### config.mk
export PLATFORM = sky130hd
export DESIGN_NAME = bin2bcd_display
export DESIGN_NICKNAME = d
export VERILOG_FILES = /design/src/rtl/bin2bcd_display.sv
export SDC_FILE = /design/constraint.sdc
export NUM_CORES = 1
export LEC_CHECK = 0
export BUFFER_PORTS_ARGS = -buffer_cell sky130_fd_sc_hd__clkbuf_2
export CAP_MARGIN = 40
export CELL_PAD_IN_SITES_DETAIL_PLACEMENT = 1
export CELL_PAD_IN_SITES_GLOBAL_PLACEMENT = 2
export CORE_MARGIN = 1
export CORE_UTILIZATION = 40
export CTS_BUF_LIST = sky130_fd_sc_hd__clkbuf_8
export DETAILED_ROUTE_END_ITERATION = 8
export GPL_ROUTABILITY_DRIVEN = 0
export PLACE_DENSITY = 0.88
export REMOVE_ABC_BUFFERS = 1
export SLEW_MARGIN = 5
export SYNTH_ARGS = -nofsm -noshare
export SYNTH_HDL_FRONTEND = slang
export SYNTH_SLANG_ARGS = --single-unit
### constraint.sdc
create_clock -name clk -period 4.1 [get_ports clk]
set_clock_uncertainty 0.1 [all_clocks]
set_input_delay 0.41 -clock clk [delete_from_list [all_inputs] [get_ports clk]]
set_output_delay 0.41 -clock clk [all_outputs]
set_load 0.1 [all_outputs]
### src/rtl/bin2bcd_display.sv
// rtl/bin2bcd_display.sv - sequential double-dabble binary to 8-digit packed BCD converter
// Optional free-running mode: define BIN2BCD_AUTO_EN.
module bin2bcd_display #(
    parameter int BIN_WIDTH = 27
) (
    input  logic                 clk,
    input  logic                 rst_n,
    input  logic [BIN_WIDTH-1:0] bin_in,
    input  logic                 start,
    output logic                 busy,
    output logic                 done,
    output logic [31:0]          bcd_out,
    output logic                 overflow
);

    localparam logic [32:0] BCD_MAX   = 33'd99_999_999;
    localparam logic [4:0]  CNT_LOAD  = 5'(BIN_WIDTH - 1);
    localparam logic [31:0] BCD_SATUR = 32'h9999_9999;

    typedef enum logic [1:0] {
        IDLE,
        CONVERT,
        FINISH
    } state_t;

    state_t               state;
    logic [BIN_WIDTH-1:0] sh;
    logic [31:0]          acc;
    logic [31:0]          acc_adj;
    logic [4:0]           cnt;
    logic                 ovf_q;
    logic                 launch;
    logic                 in_ovf;

`ifdef BIN2BCD_AUTO_EN
    logic unused_start;
    assign unused_start = start;
    assign launch       = 1'b1;
`else
    assign launch = start;
`endif

    // Zero-extended compare folds to constant 0 for narrow inputs.
    assign in_ovf = (33'(bin_in) > BCD_MAX);

    always_comb begin
        acc_adj = acc;
        for (int i = 0; i < 8; i++) begin
            if (acc[i*4 +: 4] >= 4'd5) begin
                acc_adj[i*4 +: 4] = acc[i*4 +: 4] + 4'd3;
            end
        end
    end

    always_ff @(posedge clk or negedge rst_n) begin
        if (!rst_n) begin
            state    <= IDLE;
            sh       <= '0;
            acc      <= '0;
            cnt      <= '0;
            ovf_q    <= 1'b0;
            busy     <= 1'b0;
            done     <= 1'b0;
            bcd_out  <= '0;
            overflow <= 1'b0;
        end else begin
            done <= 1'b0;
            case (state)
                IDLE: begin
                    if (launch) begin
                        sh    <= bin_in;
                        acc   <= '0;
                        cnt   <= CNT_LOAD;
                        ovf_q <= in_ovf;
                        busy  <= 1'b1;
                        state <= CONVERT;
                    end
                end
                CONVERT: begin
                    acc <= {acc_adj[30:0], sh[BIN_WIDTH-1]};
                    sh  <= sh << 1;
                    if (cnt == 5'd0) begin
                        state <= FINISH;
                    end else begin
                        cnt <= cnt - 5'd1;
                    end
                end
                FINISH: begin
                    bcd_out  <= ovf_q ? BCD_SATUR : acc;
                    overflow <= ovf_q;
                    done     <= 1'b1;
                    // Relaunching here keeps back-to-back conversions at BIN_WIDTH+1 clocks.
                    if (launch) begin
                        sh    <= bin_in;
                        acc   <= '0;
                        cnt   <= CNT_LOAD;
                        ovf_q <= in_ovf;
                        busy  <= 1'b1;
                        state <= CONVERT;
                    end else begin
                        busy  <= 1'b0;
                        state <= IDLE;
                    end
                end
                default: begin
                    busy  <= 1'b0;
                    state <= IDLE;
                end
            endcase
        end
    end

endmodule
Word-level counts from Yosys, hierarchy flattened

Cells that the tools add are included.

Eq/ne operators: 6
Bitwise gates (word level): 1
Add/sub/neg operators: 9
Shift-type cells: 0
Div/mod/pow operators: 0
Multiplexer cells: 24
$mul: 0
$lt $le $gt $ge: 9
Reduce and logical (&&, ||, !) cells: 9

Operator list:

| operator               | count |
|---|---|
| $mux W32               | 2 |
| $pmux W32 S2           | 1 |
| $pmux W27 S2           | 1 |
| $ge A4 B3 Y1 const B   | 8 |
| $add A4 B2 Y4 const B  | 7 |
| $mux W4                | 7 |
| $gt A27 B27 Y1 const B | 1 |
| $mux W27               | 1 |
| $mux W5                | 2 |
| $pmux W5 S2            | 1 |
| $reduce_and A2 Y1      | 4 |
| $ne A2 B2 Y1 const B   | 3 |
| $pmux W2 S3            | 1 |
| $logic_not A5 Y1       | 1 |
| $sub A5 B1 Y5 const B  | 1 |
| $mux W1                | 4 |
| $mux W2                | 2 |
| $add A3 B2 Y3 const B  | 1 |
| $mux W3                | 1 |
| $pmux W1 S3            | 1 |
| $reduce_and A3 Y1      | 1 |
| $eq A2 B1 Y1 const B   | 1 |
| $eq A2 B2 Y1 const B   | 1 |
| $logic_not A2 Y1       | 1 |
| other kinds (4)        | 4 |

ROM bits: 0
Bits in registers: 102
Output and inout bits: 35
Bits of input ports: 30
Word-level logic and storage cells: 67
Bits in writable memories: 0
Latch bits: 0
Memories kept: 0

Depth between registers and ports, before layout

Depth after elaboration: 4
Gate-level depth with buffers: 6
Depth with buffers taken out: 5

Worst setup path before layout

No wires, ideal clock.

Path type: reg2reg
Start: register cnt[0]
End: register cnt[1]
Buffers on the path: 0
Library setup time: 0.128 ns
Stages on the path, launching flop included: 6
Clock period less this slack: 1.556 ns
Required time: 3.872 ns
Path slack: 2.544 ns
Data arrival time: 1.329 ns
Cells stage by stage: dfrtp_1 > inv_1 > ha_1 > nor4b_1 > nand2b_1 > mux2_1

Word-level cells in the longest chain between the ends: 3
Elaborated cells on any way between the ends: 6
Classes of those cells: add/sub (1); eq/ne (1); mux (2); reduce/logical (2)

Ends and longest elaborated chain:

| item                                              | line   | source |
|---|---|---|
| start, declared                                   | 30     | `logic [4:0] cnt;` |
| start signal, assigned                            | 85     | `cnt <= cnt - 5'd1;` |
| $sub A5 B1 Y5 or $logic_not A5 Y1 (tied branches) | 85, 82 |  |
| $mux W5 or $ne A2 B2 Y1 (tied branches)           | n/a    |  |
| $pmux W5 S2 or $reduce_and A3 Y1 (tied branches)  | n/a    |  |

Several ways; a longest one is shown, not always the timed one. The select of a mux whose other input is x is not followed.
A chain may end at the register's enable or synchronous reset.

Worst setup path in the final report

Start: register state[0]
End: register sh[22]

Word-level cells in the longest chain between the ends: 4
Elaborated cells on any way between the ends: 8
Classes of those cells: eq/ne (3); mux (1); reduce/logical (4)

Ends and longest elaborated chain:

| item                                                         | line | source |
|---|---|---|
| start, declared                                              | 26   | `state_t state;` |
| start signal, assigned                                       | 57   | `state <= IDLE;` |
| start signal, assigned                                       | 76   | `state <= CONVERT;` |
| start signal, assigned                                       | 83   | `state <= FINISH;` |
| $eq A2 B2 Y1 or $logic_not A2 Y1 (tied branches)             | 68   | `case (state)` |
| $reduce_or A2 Y1 (no line)                                   | n/a  |  |
| $ne A2 B1 Y1 (no line) or $reduce_bool A2 Y1 (tied branches) | n/a  |  |
| $reduce_and A2 Y1 (no line)                                  | n/a  |  |
| end signal, assigned                                         | 71   | `sh <= bin_in;` |
| end signal, assigned                                         | 81   | `sh <= sh << 1;` |
| end signal, assigned                                         | 94   | `sh <= bin_in;` |
| end, declared                                                | 27   | `logic [BIN_WIDTH-1:0] sh;` |

Several ways; a longest one is shown, not always the timed one.

==> flow_metrics.env <==
export IMPL_initial_core_util=0.410
export IMPL_yosys_synthesis_warning_count=0
export IMPL_sequential_area_share_after_synthesis=0.495
export IMPL_first_pass_iteration_count_of_the_detailed_router=4
export IMPL_final_setup_violation_count=0
export IMPL_remaining_drc_errors=0
export IMPL_async_flop_share=1.00
export IMPL_route_final_wire_length_mm=11.7
export IMPL_worst_slew_margin_rel=0.501
export IMPL_timing_critical_path_from_type="flop"
export IMPL_synth_ff_type="dfrtp_1"
export IMPL_die_y_um=116
export IMPL_pin_count_of_the_biggest_net_entering_global_routing=67
export IMPL_drv_slew=0
export IMPL_critPathLaunch="state[0]"
export IMPL_cts_repair_resized_insts=0
export IMPL_synth_area_leaders="dfrtp_1 50%, mux2i_1 6.8%, nand3_1 4.9%"
export IMPL_outcome="finished clean"
export IMPL_clk_pin_slew_ns=0.09
export IMPL_place_hpwl_mm=7.94
export IMPL_syn_area_um2=5150
export IMPL_critical_path_peak_fanout=36
export IMPL_synth_top_cell_by_area="dfrtp_1"
export IMPL_cts_post_setup_buffers_inserted=0
export IMPL_clockBufferDepth=2
export IMPL_die_area_um2=13300
export IMPL_die_w_um=116
export IMPL_design_core_area_um2=12600
export IMPL_grt_setup_unrepaired="no"
export IMPL_final_min_clock_period_ns=2.29
export IMPL_finalHoldViolCount=0
export IMPL_cellLeakagePower_uw=0.00280
export IMPL_holdCritStartpoint="bin_in[0]"
export IMPL_slew_at_the_pin_closest_to_its_max_slew_limit_ns=0.749
export IMPL_critPathRequiredTime_ns=4.31
export IMPL_cts_sinks=102
export IMPL_initialDrtViolationCount=226
export IMPL_clk_insertion_delay_late_ns=0.39
export IMPL_postLayoutCellArea_um2=5790
export IMPL_worst_r2r_startpoint="state[0]"
export IMPL_htreeDepth=3
export IMPL_placement_cell_area_um2=5560
export IMPL_routed_via_count=4023
export IMPL_core_occupancy_in_the_finished_layout=0.461
export IMPL_holdCritPathClass="in2reg"
export IMPL_ir_drop_v=0.000238
export IMPL_critPathCaptureType="flop"
export IMPL_grt_pass1_vias=4179
export IMPL_avgRoutedWirePerCell_um=15.6
export IMPL_ant_diodes=0
export IMPL_post_synth_most_frequent_cells="102 x dfrtp_1, 52 x nand2_1, 50 x nand3_1"
export IMPL_worst_setup_path_type="reg2reg"
export IMPL_drive_gt1_frac=0.161
export IMPL_top_achievable_clock_speed_mhz=436
export IMPL_row_count=41
export IMPL_post_synth_top_count_cell="dfrtp_1"
export IMPL_number_of_antenna_violations_at_the_first_check_in_global_routing=0
export IMPL_crit_path_dat_ns=2.50
export IMPL_via_per_inst=5.36
export IMPL_syn2layout_area_growth_pct=12.4
export IMPL_finalSetupTns_ns=0
export IMPL_number_of_max_cap_violations=0
export IMPL_synth_cell_type_count=39
export IMPL_gr_total_overflow=0
export IMPL_yosys_register_bits=102
export IMPL_cts_made_buffers=9
export IMPL_ios=65
export IMPL_post_synth_cell_area_avg_um2=9.78
export IMPL_synth_enable_flop_cells=0
export IMPL_portBuffers=64
export IMPL_holdWs_ns=0.158
export IMPL_synth_top_area_frac=0.495
export IMPL_clock_tree_root_buffer_cell="clkbuf_8"
export IMPL_grt_total_usage=0.197
export IMPL_power_density_nw_per_um2=835
export IMPL_tritoncts_clock_tree="yes"
export IMPL_syn_inst=527
export IMPL_final_net_count=620
export IMPL_grt_pass1_wl_mm=20.6
export IMPL_postRouteAntennaNets=0
export IMPL_min_period_over_period=0.560
metal layers:
layer / track usage / routed length [µm] / part of all wire
met1: 0.254 / 5500 / 0.47
met2: 0.332 / 5570 / 0.48
met3: 0.0298 / 399 / 0.034
met4: 0.0779 / 199 / 0.017
met5: 0 / 0 / 0
report_power, final:
| part | total (µW) | internal, µW | switching (µW) | leakage (µW) |
|---|---|---|---|---|
| logic | 2420 | 723 | 1700 | 0.00137 |
| clock network | 723 | 358 | 365 | 0.000108 |
| registers | 1690 | 1400 | 299 | 0.00132 |
repair_timing:
item | in CTS | in global routing
endpoints found under the hold margin | 19 | 0
hold buffers | 1 | 0
endpoints found under the setup margin | 0 | 0
worst paths after layout:
kind	end	slack, ns	cells after the start
worst max-delay path	sh[22]	1.81	4
worst min-delay path	sh[0]	0.16	2
worst max register to register	sh[22]	1.81	4
worst min register to register	bcd_out[10]	0.38	2
max in group asynchronous	acc[16]	2.63	3
min in group asynchronous	bcd_out[27]	0.34	2
through the flow:
stage / std cells / total power (µW) / setup WS, ns
after floorplan: 491 / 3590 / 0.568
after global placement: 733 / 4050 / 1.88
after detailed placement: 733 / 4160 / 1.81
after CTS: 750 / 4900 / 1.77
after global routing: 750 / 5220 / 1.60
final: 750 / 4840 / 1.81
logic make-up after synthesis:
logic type	after synthesis	share of synthesized area
mux	37	0.0723
xor+xnor	7	0.0119
flops	102	0.495
buf+inv	74	0.0631
simple gates	157	0.145
fa+ha+maj	17	0.0413
compound gates	133	0.171
worst max-delay path, cell delays in order (launching register included):
cell and delay, ns:
dfrtp_1 0.74, nand2b_2 0.73, buf_4 0.42, nand3_1 0.13
o21ai_1 0.10
area by class of cell:
type                            instances  area, µm²
Clock buffer                           10        138
Clock inverter                          6       85.1
Fill cell                            1463       6780
Inverter                               38        143
Multi-Input combinational cell        351       2280
Sequential cell                       102       2550
Tap cell                              172        215
Timing Repair Buffer                   71        378
layout by cell type (no fill, tap or decap), drive strengths merged, types with 3 or more instances in the layout:
cell type | Yosys | routed
mux2i | 35 | 35
o2111ai | 16 | 16
o211ai | 15 | 15
nor2b | 9 | 9
o311ai | 3 | 3
nand2b | 10 | 10
nand2 | 52 | 52
nor2 | 27 | 27
xnor2 | 7 | 7
inv | 38 | 38
o21ai | 53 | 53
o21a | 8 | 8
nand3 | 50 | 50
dfrtp | 102 | 102
ha | 17 | 17
o22ai | 8 | 8
o31ai | 23 | 23
buf | 23 | 7
clkbuf | 13 | 73
state kept, by name, indices dropped and copies added (netlist names):
signal,count
busy,1
state,2
acc,32
overflow,1
cnt,5
done,1
bcd_out,32
ovf_q,1
sh,27
No activity file was read; power rests on OpenSTA's default activity.
